File: config.mk
export PLATFORM = sky130hd
export DESIGN_NAME = rf_access_ctrl
export DESIGN_NICKNAME = d
export VERILOG_FILES = /design/src/rtl/rf_access_ctrl_pkg.sv /design/src/rtl/rf_access_ctrl_wb_fifo.sv /design/src/rtl/rf_access_ctrl.sv
export SDC_FILE = /design/constraint.sdc
export NUM_CORES = 1
export LEC_CHECK = 0
export BUFFER_PORTS_ARGS = -buffer_cell sky130_fd_sc_hd__buf_2
export CAP_MARGIN = 20
export CORE_AREA = 10 10 627 629
export DETAILED_ROUTE_END_ITERATION = 10
export DIE_AREA = 0 0 637 639
export GPL_ROUTABILITY_DRIVEN = 1
export PLACE_DENSITY = 0.36
export SLEW_MARGIN = 0
export SYNTH_ARGS = -nofsm -noshare
export SYNTH_HDL_FRONTEND = slang
export SYNTH_SLANG_ARGS = --single-unit
File: constraint.sdc
create_clock -name clk_i -period 14.81 [get_ports clk_i]
set_input_delay 1.481 -clock clk_i [delete_from_list [all_inputs] [get_ports clk_i]]
set_output_delay 1.481 -clock clk_i [all_outputs]
set_load 0.02 [all_outputs]
File: src/rtl/rf_access_ctrl_pkg.sv
// Shared types for the register-file access controller.
//  - Geometry constants (lanes, warps, registers, data width) and derived index widths.
//  - wb_entry_t: one buffered lane-masked writeback.
//  - dec_e: per-cycle arbitration outcome.
//  - mask_lanes(): zero the lanes of a per-lane data vector whose mask bit is clear.
package rf_access_ctrl_pkg;

  localparam int unsigned NumLanes = 8;
  localparam int unsigned NumWarps = 8;
  localparam int unsigned NumRegs  = 16;
  localparam int unsigned DataW    = 32;
  localparam int unsigned WarpW    = (NumWarps > 1) ? $clog2(NumWarps) : 1;
  localparam int unsigned AddrW    = (NumRegs > 1) ? $clog2(NumRegs) : 1;

  typedef logic [WarpW-1:0]          warp_t;
  typedef logic [AddrW-1:0]          addr_t;
  typedef logic [NumLanes-1:0]       mask_t;
  typedef logic [NumLanes*DataW-1:0] lane_data_t;

  typedef struct packed {
    warp_t      warp;
    addr_t      addr;
    mask_t      mask;
    lane_data_t data;
  } wb_entry_t;

  typedef enum logic [1:0] {
    DecIdle,
    DecRead,
    DecWrite,
    DecBoth
  } dec_e;

  function automatic lane_data_t mask_lanes(lane_data_t data, mask_t mask);
    lane_data_t res;
    res = '0;
    for (int unsigned i = 0; i < NumLanes; i++) begin
      if (mask[i]) res[i*DataW +: DataW] = data[i*DataW +: DataW];
    end
    return res;
  endfunction

endpackage

File: src/rtl/rf_access_ctrl_wb_fifo.sv
// Circular writeback buffer of wb_entry_t.
//  clk_i, rst_ni   : clock, synchronous active-low reset (empties the buffer)
//  push_i          : store push_entry_i at the tail (caller guarantees !full_o)
//  pop_i           : drop the head (caller guarantees !empty_o)
//  rd_*_i          : read request compared against every occupied entry
//  full_o, empty_o : occupancy from the registered count
//  head_o          : oldest entry
//  hazard_o        : per-slot RAW match against the read request
module rf_access_ctrl_wb_fifo
  import rf_access_ctrl_pkg::*;
#(
  parameter int unsigned Depth = 2
) (
  input  logic             clk_i,
  input  logic             rst_ni,
  input  logic             push_i,
  input  wb_entry_t        push_entry_i,
  input  logic             pop_i,
  input  logic [WarpW-1:0] rd_warp_i,
  input  logic [AddrW-1:0] rd_addr0_i,
  input  logic [AddrW-1:0] rd_addr1_i,
  output logic             full_o,
  output logic             empty_o,
  output wb_entry_t        head_o,
  output logic [Depth-1:0] hazard_o
);

  localparam int unsigned PtrW = (Depth > 1) ? $clog2(Depth) : 1;
  localparam int unsigned CntW = $clog2(Depth + 1);

  typedef logic [PtrW-1:0] ptr_t;

  wb_entry_t        mem_q [Depth];
  logic [Depth-1:0] valid_q, valid_d;
  ptr_t             wr_ptr_q, rd_ptr_q;
  logic [CntW-1:0]  count_q, count_d;

  function automatic ptr_t ptr_inc(ptr_t p);
    return (p == ptr_t'(Depth - 1)) ? '0 : p + 1'b1;
  endfunction

  always_comb begin
    valid_d = valid_q;
    count_d = count_q;
    if (pop_i)  valid_d[rd_ptr_q] = 1'b0;
    if (push_i) valid_d[wr_ptr_q] = 1'b1;
    case ({push_i, pop_i})
      2'b10:   count_d = count_q + 1'b1;
      2'b01:   count_d = count_q - 1'b1;
      default: count_d = count_q;
    endcase
  end

  always_ff @(posedge clk_i) begin
    if (!rst_ni) begin
      wr_ptr_q <= '0;
      rd_ptr_q <= '0;
      count_q  <= '0;
      valid_q  <= '0;
    end else begin
      if (push_i) wr_ptr_q <= ptr_inc(wr_ptr_q);
      if (pop_i)  rd_ptr_q <= ptr_inc(rd_ptr_q);
      count_q <= count_d;
      valid_q <= valid_d;
    end
  end

  // Payload needs no reset; occupancy is tracked by valid_q/count_q.
  always_ff @(posedge clk_i) begin
    if (push_i) mem_q[wr_ptr_q] <= push_entry_i;
  end

  assign full_o  = (count_q == CntW'(Depth));
  assign empty_o = (count_q == '0);
  assign head_o  = mem_q[rd_ptr_q];

  always_comb begin
    hazard_o = '0;
    for (int unsigned i = 0; i < Depth; i++) begin
      hazard_o[i] = valid_q[i] && (mem_q[i].warp == rd_warp_i) &&
                    ((mem_q[i].addr == rd_addr0_i) || (mem_q[i].addr == rd_addr1_i));
    end
  end

endmodule

File: src/rtl/rf_access_ctrl.sv
// Register-file access controller: sole owner of the register block's warp selector,
// both read ports and the write port.
//  clk_i, rst_ni       : clock, synchronous active-low reset
//  wb_*                : writeback requests (valid/ready), buffered in a small FIFO
//  rd_*                : operand read requests, served when rd_ready_o is high
//  op_*                : registered operand bundle, one cycle after a served read
//  rf_*_o / rf_rdata_* : register block interface (combinational read data)
module rf_access_ctrl
  import rf_access_ctrl_pkg::*;
#(
  parameter int unsigned WbDepth   = 2,
  parameter int unsigned StarveMax = 4
) (
  input  logic                      clk_i,
  input  logic                      rst_ni,
  input  logic                      wb_valid_i,
  output logic                      wb_ready_o,
  input  logic [WarpW-1:0]          wb_warp_i,
  input  logic [AddrW-1:0]          wb_addr_i,
  input  logic [NumLanes-1:0]       wb_mask_i,
  input  logic [NumLanes*DataW-1:0] wb_data_i,
  input  logic                      rd_valid_i,
  output logic                      rd_ready_o,
  input  logic [WarpW-1:0]          rd_warp_i,
  input  logic [AddrW-1:0]          rd_addr0_i,
  input  logic [AddrW-1:0]          rd_addr1_i,
  input  logic [NumLanes-1:0]       rd_mask_i,
  output logic                      op_valid_o,
  output logic [WarpW-1:0]          op_warp_o,
  output logic [NumLanes*DataW-1:0] op_data0_o,
  output logic [NumLanes*DataW-1:0] op_data1_o,
  output logic [WarpW-1:0]          rf_warp_selector_o,
  output logic [NumLanes-1:0]       rf_read_en_0_o,
  output logic [NumLanes-1:0]       rf_read_en_1_o,
  output logic [AddrW-1:0]          rf_raddr_0_o,
  output logic [AddrW-1:0]          rf_raddr_1_o,
  output logic [NumLanes-1:0]       rf_write_en_o,
  output logic [AddrW-1:0]          rf_waddr_o,
  output logic [NumLanes*DataW-1:0] rf_wdata_o,
  input  logic [NumLanes*DataW-1:0] rf_rdata_0_i,
  input  logic [NumLanes*DataW-1:0] rf_rdata_1_i
);

  localparam int unsigned StarveW = (StarveMax > 0) ? $clog2(StarveMax + 1) : 1;

  logic               fifo_full, fifo_empty, fifo_push, fifo_pop, hazard;
  logic [WbDepth-1:0] hazard_vec;
  wb_entry_t          head, push_entry;
  dec_e               dec;
  logic               serve_rd, serve_wr, starve_inc;

  logic [StarveW-1:0]        starve_q, starve_d;
  logic [WarpW-1:0]          last_warp_q;
  logic                      op_valid_q;
  logic [WarpW-1:0]          op_warp_q;
  logic [NumLanes*DataW-1:0] op_data0_q, op_data1_q;

  assign push_entry = '{warp: wb_warp_i, addr: wb_addr_i, mask: wb_mask_i, data: wb_data_i};
  assign wb_ready_o = rst_ni && !fifo_full;
  assign fifo_push  = wb_valid_i && wb_ready_o;
  assign fifo_pop   = serve_wr;
  assign hazard     = |hazard_vec;

  rf_access_ctrl_wb_fifo #(
    .Depth (WbDepth)
  ) u_wb_fifo (
    .clk_i        (clk_i),
    .rst_ni       (rst_ni),
    .push_i       (fifo_push),
    .push_entry_i (push_entry),
    .pop_i        (fifo_pop),
    .rd_warp_i    (rd_warp_i),
    .rd_addr0_i   (rd_addr0_i),
    .rd_addr1_i   (rd_addr1_i),
    .full_o       (fifo_full),
    .empty_o      (fifo_empty),
    .head_o       (head),
    .hazard_o     (hazard_vec)
  );

  // Priority arbitration; only entries present at the start of the cycle can hazard,
  // so a same-cycle push never blocks a read.
  always_comb begin
    dec        = DecIdle;
    starve_inc = 1'b0;
    if (!rst_ni) begin
      dec = DecIdle;
    end else if (fifo_empty) begin
      dec = rd_valid_i ? DecRead : DecIdle;
    end else if (rd_valid_i && !hazard && (rd_warp_i == head.warp)) begin
      // Same warp selected for both ports: write and read share the cycle.
      dec = DecBoth;
    end else if (fifo_full || (starve_q == StarveW'(StarveMax)) || hazard || !rd_valid_i) begin
      dec = DecWrite;
    end else begin
      dec        = DecRead;
      starve_inc = 1'b1;
    end
  end

  assign serve_rd = (dec == DecRead) || (dec == DecBoth);
  assign serve_wr = (dec == DecWrite) || (dec == DecBoth);

  always_comb begin
    rd_ready_o         = serve_rd;
    rf_read_en_0_o     = serve_rd ? rd_mask_i : '0;
    rf_read_en_1_o     = serve_rd ? rd_mask_i : '0;
    rf_raddr_0_o       = rd_addr0_i;
    rf_raddr_1_o       = rd_addr1_i;
    rf_write_en_o      = serve_wr ? head.mask : '0;
    rf_waddr_o         = head.addr;
    rf_wdata_o         = head.data;
    rf_warp_selector_o = last_warp_q;
    if (serve_rd)      rf_warp_selector_o = rd_warp_i;
    else if (serve_wr) rf_warp_selector_o = head.warp;
  end

  always_comb begin
    starve_d = starve_q;
    if (serve_wr)        starve_d = '0;
    else if (starve_inc) starve_d = starve_q + 1'b1;
  end

  always_ff @(posedge clk_i) begin
    if (!rst_ni) begin
      starve_q    <= '0;
      last_warp_q <= '0;
      op_valid_q  <= 1'b0;
      op_warp_q   <= '0;
      op_data0_q  <= '0;
      op_data1_q  <= '0;
    end else begin
      starve_q   <= starve_d;
      op_valid_q <= serve_rd;
      if (serve_rd || serve_wr) last_warp_q <= rf_warp_selector_o;
      if (serve_rd) begin
        op_warp_q  <= rd_warp_i;
        op_data0_q <= mask_lanes(rf_rdata_0_i, rd_mask_i);
        op_data1_q <= mask_lanes(rf_rdata_1_i, rd_mask_i);
      end
    end
  end

  assign op_valid_o = op_valid_q;
  assign op_warp_o  = op_warp_q;
  assign op_data0_o = op_data0_q;
  assign op_data1_o = op_data1_q;

endmodule
==> metrics.txt <==
outcome finished clean; Worst-Margin Slew ~1.1 ns; most instantiated library cell after synthesis edfxtp_1; Inserted Clock Buffers 147; leak pwr 0.02220 uW; Crit. End Element primary output; via count 34180; CTS tree built; Setup WS post-layout about 8.2 ns; # IOs between 1500 and 2000; drt drc 0; Post-Place Worst Slack 7.622 ns; Final Slew Violations 0; Mapped Nets approximately 4100; routed vias/inst around 3.4; Synth Warn # 0; RSZ-0062 raised after global routing false; final hold slack ~0.44 ns; syn_area_per_cell 12.29 um^2; Post-synth EDFFs 542; number of port buffers 1618; first-pass GRT wire length around 370000 um; fin crit share ~44%; DIE AREA 407000 um^2; top_reg_cell synth edfxtp_1; Storage cell area 26870 um^2; top cell type's share of synthesized area 40.29%; Seq cells post-synth 1071; gr usage total 13.55%; setup bufs post-CTS 0; fin crit period 6.573 ns; critical path type in -> out; Die H 639 um; CP Max Fanout 102; PD cells 133.5 nW/um^2; starting density of the core roughly a tenth; f_max ~150 MHz; clk buf depth 4; min-delay worst type reg -> reg; final WL 292300 um; sequential element share of the synthesized area around two thirds; Worst setup SP type input port; Nets 5628; Distinct cells, synth 38; max_slew headroom 28.87%; Mapped Cells 3288; area grow syn2layout 45.65%; skew final 0.07879 ns; worst-skew pair later-pin latency 0.84 ns; setup tns final 0 ns; largest net degree at the start of global routing between 100 and 150; cts hold-fix bufs 0; Antenna Nets Post-Route 0; initial antenna violation count about 250; H-Tree Depth 4; die width approximately 640 um; Synth area leader edfxtp_1; # setup viols final 0; crit path DAT 5.09 ns; Mapped Area 40390 um^2; CTS root buf clkbuf_16; vias in the first global route 34290; dominant cells by area after synthesis edfxtp_1, dfxtp_1, a21boi_1; area of the multi-input gates 12200 um^2; share of layout cells above drive strength 1 43.43%; final hold vios 0; top cells by count, synth edfxtp_1, dfxtp_1, nand2_1; VDD IR max just over 0.08 mV; DR WL/cell 29.12 um; core box area 380900 um^2; DRT Pass-1 Iters 6; site row count between 200 and 250; Post-DP HPWL 243700 um; initial DRC count 2206; Placer Congestion 0.9590; grt ovf 0; CTS resizes 0; Req. time, crit path roughly 13 ns; Max Cap Violations 0; Post-synth ARST share 0%; Reg clk slew, reported paths about 0.050 ns; CTS Sinks 1071; fillers 42790
area by class of cell:
cell class / instances / area share, %
Inverter: 6 / 0.05104
Antenna cell: 76 / 0.3233
Multi-Input combinational cell: 1930 / 20.74
Clock buffer: 200 / 6.995
Tap cell: 5038 / 10.71
Sequential cell: 1071 / 45.67
Clock inverter: 53 / 1.061
Timing Repair Buffer: 1663 / 14.44
metrics by stage:
stage	power, uW	cells	utilization, %	area, um^2
after floorplan	3857	3288	-	40400
after global placement	4375	9708	14.15	53900
after detailed placement	4380	9708	14.15	53900
after CTS	8045	9961	15.40	58640
after global routing	8192	10000	15.42	58740
final	7852	10040	15.45	58830
where the power goes:
group	internal [uW]	switching (uW)	total [uW]
Combinational	321	680	1000
Sequential	3230	50.3	3280
Clock	2120	1450	3570
sequential cells by signal, indices dropped and copies added (netlist names), named ones only:
| signal | count |
|---|---|
| u_wb_fifo.mem_q | 542 |
| op_data0_o | 256 |
| op_data1_o | 256 |
| last_warp_q | 3 |
| op_warp_o | 3 |
| starve_q | 3 |
| u_wb_fifo.count_q | 2 |
| u_wb_fifo.valid_q | 2 |
| op_valid_o | 1 |
| u_wb_fifo.rd_ptr_q | 1 |
| u_wb_fifo.wr_ptr_q | 1 |
cells by family after synthesis:
kind of cell / synth area share [%]
AND/OR/NAND/NOR: 11.87
flip-flops: 66.51
AO/OA/AOI/OAI: 10.06
buffers and inverters: 3.339
multiplexers: 7.521
XOR/XNOR: 0.6071
adder cells (fa/ha/maj): 0.09293
cells in the final DEF (no fill, tap or decap), drive strengths merged:
cell      Yosys  routed
mux2        260     260
nor3b         1       1
o21ai         8       8
or2           1       1
ha            3       3
diode         0      76
nand4b        1       1
edfxtp      542     542
a21boi      519     519
a21o          1       1
xnor2        28      28
o311a         1       1
o211a         3       3
nand2b        1       1
mux2i        11      11
clkinvlp      0       2
nor3          3       3
clkbuf      196     200
dfxtp       529     529
bufinv        0      10
o31a          1       1
buf          85    1663
nand2       523     523
a21oi         3       3
clkinv        0      36
inv           6      11
or3           1       1
and2         13      13
and3b         1       1
o21a          6       6
nand3       513     513
nand4         6       6
o2111ai       1       1
nor2         20      20
and3          1       1
routing by layer:
| layer | routed length [um] | track usage, % |
|---|---|---|
| met3 | 23220 | 4.499 |
| met2 | 160100 | 26.80 |
| met1 | 97810 | 13.34 |
| met4 | 10890 | 3.670 |
| met5 | 311 | 0 |
worst max-delay path: stages:
cell and delay, ns:
buf_2 0.30, xnor2_1 0.15, nand4_1 0.10, a21oi_1 0.07, nor2_1 0.37, o21ai_4 0.16, inv_8 0.33, buf_12 0.41
buf_4 0.61, and2_1 0.39, buf_2 0.23
path summary, 6_finish.rpt:
path | start | endpoint | slack (ns) | cells after the start
min reg2reg | op_data1_o[240] | op_data1_o[240] | 0.44 | 2
max reg2reg | flop | op_data0_o[98] | 8.44 | 12
min | op_data1_o[240] | op_data1_o[240] | 0.44 | 2
max | rd_addr1_i[0] | rf_read_en_0_o[2] | 8.24 | 11
Note: power is estimated with default switching activity, not from simulation.
